--- src/rtl/cliff_walk_step_multi.sv ---
// CliffWalking step engine for N_ENV environments, 2-stage pipeline.
// Define CW_TRUNC_EN to add per-env step counters and truncation.
module cliff_walk_step_multi #(
    parameter  int ROWS      = 4,
    parameter  int COLS      = 12,
    parameter  int N_ENV     = 32,
    parameter  int RWD_W     = 8,
    parameter  int MAX_STEPS = 100,
    localparam int STA_W     = $clog2(ROWS * COLS),
    localparam int ENV_W     = (N_ENV > 1) ? $clog2(N_ENV) : 1
) (
    input  logic             i_clk,
    input  logic             i_rst,
    input  logic             i_ena,
    input  logic             i_valid,
    input  logic             i_init,
    input  logic [ENV_W-1:0] i_env_id,
    input  logic [1:0]       i_act,
    output logic             o_valid,
    output logic [ENV_W-1:0] o_env_id,
    output logic [STA_W-1:0] o_sta,
    output logic [RWD_W-1:0] o_rwd,
    output logic             o_done,
    output logic             o_trunc
);

    localparam int START = (ROWS - 1) * COLS;
    localparam int GOAL  = ROWS * COLS - 1;

    localparam logic [STA_W-1:0] START_S = STA_W'(START);
    localparam logic [STA_W-1:0] GOAL_S  = STA_W'(GOAL);
    localparam logic [RWD_W-1:0] R_STEP  = RWD_W'(-1);
    localparam logic [RWD_W-1:0] R_CLIFF = RWD_W'(-100);
    localparam logic [ENV_W:0]   ENV_LIM = (ENV_W + 1)'(N_ENV);

    if (MAX_STEPS < 1) begin : g_bad_max_steps
        $error("MAX_STEPS must be at least 1");
    end

    // Per-environment position storage
    logic [STA_W-1:0] pos_q [N_ENV];

    // Stage A registers
    logic             a_vld_q;
    logic             a_init_q;
    logic [ENV_W-1:0] a_env_q;
    logic [1:0]       a_act_q;
    logic [STA_W-1:0] a_pos_q;

    logic             acc;
    logic             wb_en;
    logic             fwd;
    logic [STA_W-1:0] fetch_pos;

    logic [STA_W-1:0] step_sta;
    logic [STA_W-1:0] nxt_sta;
    logic [RWD_W-1:0] nxt_rwd;
    logic             nxt_done;
    logic             nxt_trunc;
    logic             restart;
    logic [STA_W-1:0] wb_pos;

    int row;
    int col;
    int nrow;
    int ncol;
    logic cliff;

    assign acc   = i_ena & i_valid & ({1'b0, i_env_id} < ENV_LIM);
    assign wb_en = i_ena & a_vld_q;

    // Back-to-back requests to one env see the value being written back
    assign fwd       = wb_en & (a_env_q == i_env_id);
    assign fetch_pos = fwd ? wb_pos : pos_q[i_env_id];

    always_comb begin
        row   = int'(a_pos_q) / COLS;
        col   = int'(a_pos_q) % COLS;
        nrow  = row;
        ncol  = col;
        unique case (a_act_q)
            2'd0:    if (row > 0)        nrow = row - 1;
            2'd1:    if (col < COLS - 1) ncol = col + 1;
            2'd2:    if (row < ROWS - 1) nrow = row + 1;
            default: if (col > 0)        ncol = col - 1;
        endcase
        cliff    = (nrow == ROWS - 1) && (ncol >= 1) && (ncol <= COLS - 2);
        step_sta = STA_W'(nrow * COLS + ncol);

        nxt_sta  = step_sta;
        nxt_rwd  = R_STEP;
        nxt_done = 1'b0;
        if (a_init_q) begin
            nxt_sta = START_S;
            nxt_rwd = '0;
        end else if (cliff) begin
            nxt_sta = START_S;
            nxt_rwd = R_CLIFF;
        end else if (step_sta == GOAL_S) begin
            nxt_done = 1'b1;
        end
    end

`ifdef CW_TRUNC_EN
    localparam int CNT_W = $clog2(MAX_STEPS + 1);
    localparam logic [CNT_W-1:0] CNT_MAX = CNT_W'(MAX_STEPS);

    logic [CNT_W-1:0] cnt_q [N_ENV];
    logic [CNT_W-1:0] a_cnt_q;
    logic [CNT_W-1:0] cnt_inc;
    logic [CNT_W-1:0] wb_cnt;
    logic [CNT_W-1:0] fetch_cnt;

    assign cnt_inc   = a_cnt_q + CNT_W'(1);
    assign nxt_trunc = ~a_init_q & ~nxt_done & (cnt_inc == CNT_MAX);
    assign wb_cnt    = (a_init_q | restart) ? '0 : cnt_inc;
    assign fetch_cnt = fwd ? wb_cnt : cnt_q[i_env_id];

    always_ff @(posedge i_clk or posedge i_rst) begin
        if (i_rst) begin
            for (int e = 0; e < N_ENV; e++) begin
                cnt_q[e] <= '0;
            end
            a_cnt_q <= '0;
        end else if (i_ena) begin
            if (a_vld_q) begin
                cnt_q[a_env_q] <= wb_cnt;
            end
            if (acc) begin
                a_cnt_q <= fetch_cnt;
            end
        end
    end
`else
    assign nxt_trunc = 1'b0;
`endif

    // Terminal steps restart the env; the result still reports the terminal state
    assign restart = nxt_done | nxt_trunc;
    assign wb_pos  = restart ? START_S : nxt_sta;

    always_ff @(posedge i_clk or posedge i_rst) begin
        if (i_rst) begin
            for (int e = 0; e < N_ENV; e++) begin
                pos_q[e] <= START_S;
            end
        end else if (wb_en) begin
            pos_q[a_env_q] <= wb_pos;
        end
    end

    always_ff @(posedge i_clk or posedge i_rst) begin
        if (i_rst) begin
            a_vld_q  <= 1'b0;
            a_init_q <= 1'b0;
            a_env_q  <= '0;
            a_act_q  <= '0;
            a_pos_q  <= START_S;
        end else if (i_ena) begin
            a_vld_q <= acc;
            if (acc) begin
                a_init_q <= i_init;
                a_env_q  <= i_env_id;
                a_act_q  <= i_act;
                a_pos_q  <= fetch_pos;
            end
        end
    end

    always_ff @(posedge i_clk or posedge i_rst) begin
        if (i_rst) begin
            o_valid  <= 1'b0;
            o_env_id <= '0;
            o_sta    <= '0;
            o_rwd    <= '0;
            o_done   <= 1'b0;
            o_trunc  <= 1'b0;
        end else if (i_ena) begin
            o_valid <= a_vld_q;
            if (a_vld_q) begin
                o_env_id <= a_env_q;
                o_sta    <= nxt_sta;
                o_rwd    <= nxt_rwd;
                o_done   <= nxt_done;
                o_trunc  <= nxt_trunc;
            end
        end
    end

endmodule

--- config.mk ---
export PLATFORM = sky130hd
export DESIGN_NAME = cliff_walk_step_multi
export DESIGN_NICKNAME = d
export VERILOG_FILES = /design/src/rtl/cliff_walk_step_multi.sv
export SDC_FILE = /design/constraint.sdc
export NUM_CORES = 1
export LEC_CHECK = 0
export CAP_MARGIN = 20
export CORE_MARGIN = 3
export CORE_UTILIZATION = 60
export CTS_BUF_LIST = sky130_fd_sc_hd__clkbuf_8
export DETAILED_ROUTE_END_ITERATION = 8
export GPL_TIMING_DRIVEN = 1
export PLACE_DENSITY_LB_ADDON = 0.08
export RECOVER_POWER = 25
export SYNTH_ARGS = -nofsm -noshare
export SYNTH_HDL_FRONTEND = slang
export SYNTH_SLANG_ARGS = --single-unit
--- constraint.sdc ---
create_clock -name i_clk -period 8.9 [get_ports i_clk]
set_input_delay 2.225 -clock i_clk [delete_from_list [all_inputs] [get_ports i_clk]]
set_output_delay 2.225 -clock i_clk [all_outputs]
set_load 0.01 [all_outputs]
==> run summary <==
chip height -> 141 um
crit path capture type -> flop
pre-CTS setup slack -> 3510 ps
worst slew pin tran -> 1010 ps
area delta synth->final -> 10.6%
Netlist Area Pre-Place -> 10,900 um^2
vias -> 7,436
row count -> 48
XOR/XNOR Fraction of Synth Area -> 1.28%
share of the synthesized area in the top cell type -> 35.7%
Finished Layout Cells -> 1,196
syn_nets -> 956
largest net degree at the start of global routing -> 151
CTS clk-pin slew, worst paths -> 60 ps
final wirelength -> 25,100 um
Synth Area in Adders -> 1.90%
final count of pins violating max slew -> 0
die area -> 19,900 um^2
critical path type -> flop to flop
critical path launch point type -> flop
Worst slew margin -> 32.5%
Pleak -> 0.00512 uW
Seq cells post-synth -> 222
CTS tree -> built
YS warnings -> 0
Clock Power Share -> 26.3%
Final Util -> 68.9%
post-DP HPWL -> 16,600 um
Mean Syn Cell Area -> 11.8 um^2
GR Util All Layers -> 26.4%
logic gate share of total power -> 31.4%
H-tree levels -> 2
post-CTS sizing -> 0
routability cong. -> 0.939
CTS Sinks -> 222
antenna viol nets, final -> 0
DRT iter0 DRCs -> 555
Seq/Total Area, Yosys -> 51.6%
NumNets Final -> 970
fin crit share -> 61.6%
clk_lat worst skew -> 540 ps
count of buffers from port buffering -> 32
Power Density -> 289 nW/um^2
Hold-fix buffers, CTS -> 0
fmax -> 0.183 GHz
maximum VDD drop -> 0.000193 V
Setup Fix Bufs, Post-CTS -> 0
Synth area leaders -> dfrtp_1 (36%), dfstp_2 (16%), mux4_2 (12%), mux2_2 (8.2%), nand2_1 (6.4%)
CP Data Arrival Time -> 5930 ps
largest family of logic cells by synthesized area -> multiplexers
router iterations before antenna repair -> 5
number of enable flip-flop cells after synthesis -> 0
Starting Density -> 62.3%
antenna violations before repair -> 0
vias in the first global route -> 7,605
Gate Count Post-Synth -> 928
run status -> complete, no violations
Tightest Hold Check Type -> flop to flop
GRT Residual Overflow -> 0
vias per cell -> 6.22
sw frac -> 34.0%
prevailing post-synth register cell -> dfrtp_1
placed cell count -> 1,126
Cell variety after synth -> 63
Req. time, crit path -> 9350 ps
Min Clock Period, post-route -> 5480 ps
largest area contributor in the netlist -> dfrtp_1
mux contribution to synthesized area -> 21.0%
layout cells sized above 1 -> 28.7%
Wirelength per Cell -> 21.0 um
Hold Vio Cnt, Final -> 0
Setup TNS -> 0 ps
core area -> 17,500 um^2
Int Pwr -> 2300 uW
DRC Markers -> 0
I/O pin total -> 34
first-pass GRT wire length -> 41,300 um
CP max FO -> 32
final worst slack -> 3420 ps
root buf cell -> clkbuf_8
Worst Skew -> 25.7 ps
Switching Power -> 1190 uW
asr flop ratio synth -> 100%
final total power -> 3490 uW
compound-gate portion of the synthesized area -> 10.1%
unrepaired setup endpoints after global routing -> false
Max clock buf depth -> 3
final-report setup violation count -> 0
commonest non-fill, non-tap cell in the layout -> nand2_1
Inserted Diodes -> 0
simple-gate share of the synthesized area -> 10.6%
clock buffer count from CTS -> 37
MaxCap Viol Count -> 0
sequential fraction of design power -> 42.3%
commonest cells after routing, fill and taps aside -> nand2_1 (186), dfrtp_1 (156), o21ai_1 (99)
Chip Width -> 141 um
==> stage by stage <==
| stage | hold slack [ps] | area [um^2] |
|---|---|---|
| 2_1_floorplan | 445 | 10900 |
| 3_3_place_gp | 457 | 11200 |
| 3_5_place_dp | 468 | 11300 |
| 4_1_cts | 481 | 12000 |
| 5_1_grt | 503 | 12100 |
| 6_report | 478 | 12100 |
==> registers in the layout, summed over array words and instances (netlist names) <==
| signal | cells |
|---|---|
| a_act_q | 2 |
| a_env_q | 5 |
| a_init_q | 1 |
| a_pos_q | 6 |
| a_vld_q | 1 |
| o_done | 1 |
| o_env_id | 5 |
| o_rwd | 2 |
| o_sta | 6 |
| o_valid | 1 |
| pos_q | 192 |
==> synthesized netlist by cell type (all sizes together) (5+ instances only) <==
| cell | number |
|---|---|
| nand2 | 186 |
| dfrtp | 156 |
| o21ai | 145 |
| mux2 | 80 |
| dfstp | 66 |
| mux4 | 60 |
| clkbuf | 39 |
| buf | 26 |
| inv | 16 |
| ha | 15 |
| nor2 | 11 |
| xnor2 | 11 |
| a21oi | 8 |
| nor3 | 8 |
| nand3 | 6 |
| or3 | 6 |
| nor3b | 5 |
| xor2 | 5 |
==> final cells by class <==
cell class	instances	area, um^2
Tap cell	225	282
Inverter	16	67.6
Fill cell	1234	5460
Clock inverter	21	124
Timing Repair Buffer	40	420
Sequential cell	222	5640
Clock buffer	47	647
Multi-Input combinational cell	625	4900
==> logic make-up after synthesis <==
group,Yosys count
AND/OR/NAND/NOR,256
other,1
multiplexers,144
flip-flops,222
XOR/XNOR,16
adder cells (fa/ha/maj),16
AO/OA/AOI/OAI,192
buffers and inverters,81
==> layer usage <==
layer  vias to the layer above  GRT usage, %  routed length, um  share of wire [%]
met3                        52          4.88               1460                5.8
met4                         0          8.87                664                2.6
met5                         -             0                  0                  0
met1                      3766          37.2              10900                 44
li1                       3377             -                  -                  -
met2                       241          42.0              12100                 48
==> power by group through the flow <==
stage,Combinational (uW),Sequential [uW],Clock [uW]
finish,1090,1470,918
global route,1190,1500,983
CTS,1070,1470,933
global placement,1000,1460,0
detailed placement,1070,1490,0
floorplan,808,1420,0
==> worst paths after layout <==
path,from,endpoint,slack (ps),cells past startpoint
worst max-delay path,a_pos_q[4],pos_q[5],3420,16
worst min-delay path,pos_q[189],pos_q[189],480,2
worst max register to register,a_pos_q[4],pos_q[5],3420,16
worst min register to register,pos_q[189],pos_q[189],480,2
max in group asynchronous,i_rst,pos_q[73],4930,3
min in group asynchronous,i_rst,pos_q[189],2440,2
==> worst max-delay path, cell delays in order, from the launching register on <==
cell and delay [ps]:
dfrtp_1 570, ha_1 480, o21ai_0 100, a311oi_1 320, a21oi_1 150, ha_1 280
a21boi_0 390, o21ai_0 150, o21ai_0 290, ha_1 300, ha_1 310, ha_1 340
a21oi_1 170, xnor2_1 120, xnor2_1 280, or3_1 820, mux2_2 310
Note: power is estimated with default switching activity, not from simulation.
==> variant 1, RTL diff (same settings) <==
Put one more register stage on the output `o_env_id`, cleared by the reset. The value now appears one clock later. The other outputs are not delayed to match.
--- a/src/rtl/cliff_walk_step_multi.sv
+++ b/src/rtl/cliff_walk_step_multi.sv
@@ -33,6 +33,8 @@
     localparam logic [RWD_W-1:0] R_CLIFF = RWD_W'(-100);
     localparam logic [ENV_W:0]   ENV_LIM = (ENV_W + 1)'(N_ENV);
 
+    logic [ENV_W-1:0] o_env_id_s0;
+
     if (MAX_STEPS < 1) begin : g_bad_max_steps
         $error("MAX_STEPS must be at least 1");
     end
@@ -170,7 +172,7 @@
     always_ff @(posedge i_clk or posedge i_rst) begin
         if (i_rst) begin
             o_valid  <= 1'b0;
-            o_env_id <= '0;
+            o_env_id_s0 <= '0;
             o_sta    <= '0;
             o_rwd    <= '0;
             o_done   <= 1'b0;
@@ -178,7 +180,7 @@
         end else if (i_ena) begin
             o_valid <= a_vld_q;
             if (a_vld_q) begin
-                o_env_id <= a_env_q;
+                o_env_id_s0 <= a_env_q;
                 o_sta    <= nxt_sta;
                 o_rwd    <= nxt_rwd;
                 o_done   <= nxt_done;
@@ -187,5 +189,13 @@
         end
     end
 
+    always_ff @(posedge i_clk or posedge i_rst) begin
+        if (i_rst) begin
+            o_env_id <= '0;
+        end else begin
+            o_env_id <= o_env_id_s0;
+        end
+    end
+
 endmodule
 
Check against the original RTL: not equivalent (Yosys sat finds a counterexample within 4 cycles, from zero or initial values and one cycle with i_rst high).
==> variant 1 against the original RTL <==
- the flow now finishes with violations (capacitance limit, slew limit)
- register-to-register slack got worse by 0.44 ns
- setup slack got worse by 0.76 ns
- power rose by 21%
- sequential cell count rose by 5
- synthesized cell count rose by 5.6%
- wire length rose by 0.21%
- design area rose by 3.8%
- utilization fell by 0.24 points
- sequential power rose by 6%
- area after synthesis rose by 4.2%
- highest routed layer unchanged
==> variant 1: results (changes against the original RTL) <==
INFO  metric post-place-ws = 3.02 ns (-0.490 ns)
INFO  metric yosys.area_share.xor_xnor = 1.26% (-0.018 points)
INFO  metric violations = capacitance limit, slew limit
INFO  metric postRouteWirelength = 25.2 mm (+0.21%)
INFO  metric pwr.group.sequential = 1.56 mW (+6%)
INFO  metric clk-power = 947 µW (+3.2%)
INFO  metric max_cap_violations = 1 (+1)
INFO  metric grt_first_pass_wirelength = 41.4 mm (+0.18%)
INFO  metric synth_fa_ha_area_share = 1.83% (-0.076 points)
INFO  metric placed_area = 11700 µm² (+4.1%)
INFO  metric timing.critical_path.fanout_max = 118 (+270%)
INFO  metric grt.total_usage = 25.6% (-0.73 points)
INFO  metric globalRouteMet2Util = 43.3% (+1.3 points)
INFO  metric worstMarginPinSlew = 5.01 ns (+3.99 ns)
INFO  metric worst_path_dominant_cell_family = buffers and inverters
INFO  metric ys_top_cells_by_count = nand2_1 (183), dfrtp_1 (161), o21ai_0 (84)
INFO  metric via_count = 7545 (+1.5%)
INFO  metric drt_first_iter_violations = 434 (-22%)
INFO  metric gp_congestion = 0.871 (-7.2%)
INFO  metric total_leakage_power = 5.45 nW (+6.6%)
INFO  metric syn_avg_cell_area = 11.6 µm² (-1.4%)
INFO  metric fin_skew = 0.0172 ns (-0.00852 ns)
INFO  metric met3WireLength = 1.09 mm (-25%)
INFO  metric outcome = finished with violations
INFO  metric pin_count_of_the_biggest_net_entering_global_routing = 119 (-21%)
INFO  metric routed-wl-met2 = 12.6 mm (+4.2%)
INFO  metric met3_usage = 3.93% (-0.96 points)
INFO  metric timing_max_transition_violations_final = 119 (+119)
INFO  metric synth_fp_nets = 1008 (+5.4%)
INFO  metric grt_pass1_vias = 7767 (+2.1%)
INFO  metric peakVddDrop = 0.279 mV (+45%)
INFO  metric synth_cell_types = 73 (+16%)
INFO  metric cp_slowest_stage_delay = 2.80 ns (+1.98 ns)
INFO  metric finish.cell_count_without_fillers = 1256 (+5.0%)
INFO  metric drt_met1_wl = 10.9 mm (about the same)
-- variant 1: cell count changes after synthesis, moves of 4 or more --
cell      change
xnor2_1       -6
and2_1        +7
a21oi_1      +21
a22oi_1       -4
o21ai_2      +28
mux2_2        -7
nor4b_1       -4
nor2_1       +45
dfrtp_1       +5
o21ai_1      -88
o22ai_1       +7
clkbuf_1      -9
o21ai_0      +38
-- variant 1: layout make-up --
class | instances | area, µm²
Clock inverter | 22 | 129
Inverter | 16 | 61.3
Timing Repair Buffer | 41 | 408
Fill cell | 1335 | 5730
Clock buffer | 48 | 661
Multi-Input combinational cell | 673 | 5230
Tap cell | 229 | 287
Sequential cell | 227 | 5760
-- variant 1: cells by family (layout without fill, tap and decap cells) --
logic type,Yosys count,in the layout
flip-flops,227,227
XOR/XNOR,14,14
adder cells (fa/ha/maj),16,16
buffers and inverters,80,127
other,1,1
AO/OA/AOI/OAI,198,198
multiplexers,139,139
AND/OR/NAND/NOR,305,305
-- variant 1: worst paths after layout --
path                           startpoint           to  slack (ns)  depth (start not counted)
max                                 i_rst   pos_q[103]        2.66                          3
min                        o_env_id_s0[3]  o_env_id[3]        0.38                          0
max reg2reg                    a_pos_q[4]   pos_q[147]        2.98                         22
min reg2reg                o_env_id_s0[3]  o_env_id[3]        0.38                          0
max in group i_clk             a_pos_q[4]   pos_q[147]        2.98                         22
min in group asynchronous           i_rst    pos_q[94]        3.71                          2
-- variant 1: per-stage QoR --
stage | hold WS (ns) | total power, mW | utilization, %
2_1_floorplan | 0.354 | 2.85 | -
3_3_place_gp | 0.358 | 3.20 | 64.1
3_5_place_dp | 0.363 | 3.28 | 64.2
4_1_cts | 0.378 | 4.23 | 68.5
5_1_grt | 0.382 | 4.50 | 68.6
6_report | 0.376 | 4.21 | 68.6
==> variant 2, RTL diff (same settings) <==
Made on the original files. The option `CW_TRUNC_EN` is turned on by a define.
--- a/src/rtl/cliff_walk_step_multi.sv
+++ b/src/rtl/cliff_walk_step_multi.sv
@@ -1,5 +1,7 @@
 // CliffWalking step engine for N_ENV environments, 2-stage pipeline.
 // Define CW_TRUNC_EN to add per-env step counters and truncation.
+`define CW_TRUNC_EN
+
 module cliff_walk_step_multi #(
     parameter  int ROWS      = 4,
     parameter  int COLS      = 12,
Function: no difference found for any inputs over 4 cycles, from zero or initial values and one cycle with i_rst high; that may be too few to reach the edited logic, so the function may still have changed.
==> variant 2 against the original RTL <==
- the flow now finishes with violations (capacitance limit, slew limit)
- worst hold slack got worse by 0.012 ns
- highest routed layer is now met5
- count of clock-buffer cells in the layout increased by 53
- power increased by 75%
- non-clock buffer count increased by 19
- utilization decreased by 1.3 points
- sequential cell count increased by 232
- area after synthesis increased by 91%
- largest cell class unchanged
- wire length increased by 98%
- design area increased by 90%
- first-iteration DRC count increased by 92%
- setup slack got worse by 0.85 ns
==> variant 2: results (changes against the original RTL) <==
INFO  metric synth_fp_nets = 1971 (+110%)
INFO  metric outcome = finished with violations
INFO  metric drt_first_iter_violations = 1063 (+92%)
INFO  metric timing_max_transition_violations_final = 67 (+67)
INFO  metric detailedRoute.firstPassIterationCount = 7 (+2)
INFO  metric finalInstanceArea = 22900 µm² (+90%)
INFO  metric cp_slowest_stage_delay = 2.53 ns (+1.71 ns)
INFO  metric met3WireLength = 3.10 mm (+110%)
INFO  metric via_count = 14582 (+96%)
INFO  metric globalRouteMet2Util = 42.3% (+0.32 points)
INFO  metric grt_first_pass_wirelength = 80.8 mm (+96%)
INFO  metric clock_tree_buffer_count_of_the_final_layout = 100 (+110%)
INFO  metric violations = capacitance limit, slew limit
INFO  metric proportion_of_layout_cells_with_a_drive_suffix_above_1 = 18.0% (-11 points)
INFO  metric ys_top_cells_by_count = nand2_1 (524), dfrtp_1 (388), o21ai_0 (363)
INFO  metric biggest_area_contributors_in_the_synthesized_netlist = dfrtp_1 (47%), mux4_2 (14%), nand2_1 (9.4%), o21ai_0 (8.7%), dfstp_2 (8.3%)
INFO  metric max_cap_violations = 1 (+1)
INFO  metric synth_cell_types = 64 (+1.6%)
INFO  metric initial_antenna_violation_count = 2 (+2)
INFO  metric filler_cell_count = 2595 (+110%)
INFO  metric clkLatencyLatePin = 0.64 ns (+0.10 ns)
INFO  metric inverters = 13 (-3)
INFO  metric average_via_count_per_standard_cell = 6.03 (-3.0%)
INFO  metric multi_input_gates = 1306 (+110%)
INFO  metric fraction_of_area_in_registers = 49.9% (+3.2 points)
INFO  metric drt_met1_wl = 22.4 mm (+110%)
INFO  metric routed-wl-met2 = 22.6 mm (+87%)
INFO  metric buffers_excl_clock = 59 (+48%)
INFO  metric peakVddDrop = 0.317 mV (+64%)
INFO  metric placed_area = 21300 µm² (+89%)
variant 2: cell count changes in the layout (fill, tap and decap cells not counted), sizes merged, moves of 56 or more:
cell	unedited run	this run
clkbuf	47	103
nand2	186	524
mux2	80	6
mux4	60	130
dfrtp	156	388
o21ai	145	431
variant 2: final timing paths:
| kind | startpoint | end | slack [ns] | depth (start not counted) |
|---|---|---|---|---|
| setup / recovery | i_rst | pos_q[67] | 2.58 | 3 |
| hold / removal | o_trunc | o_trunc | 0.47 | 2 |
| setup reg to reg | a_pos_q[5] | cnt_q[22] | 2.89 | 21 |
| hold reg to reg | o_trunc | o_trunc | 0.47 | 2 |
| max in group i_clk | a_pos_q[5] | cnt_q[22] | 2.89 | 21 |
| min in group asynchronous | i_rst | cnt_q[194] | 2.39 | 2 |
variant 2: where the power goes:
part	total, mW	internal [mW]	switching, mW
registers	2.68	2.47	0.216
clock network	1.89	1.04	0.848
logic	1.52	0.567	0.952
total	6.09	4.07	2.02
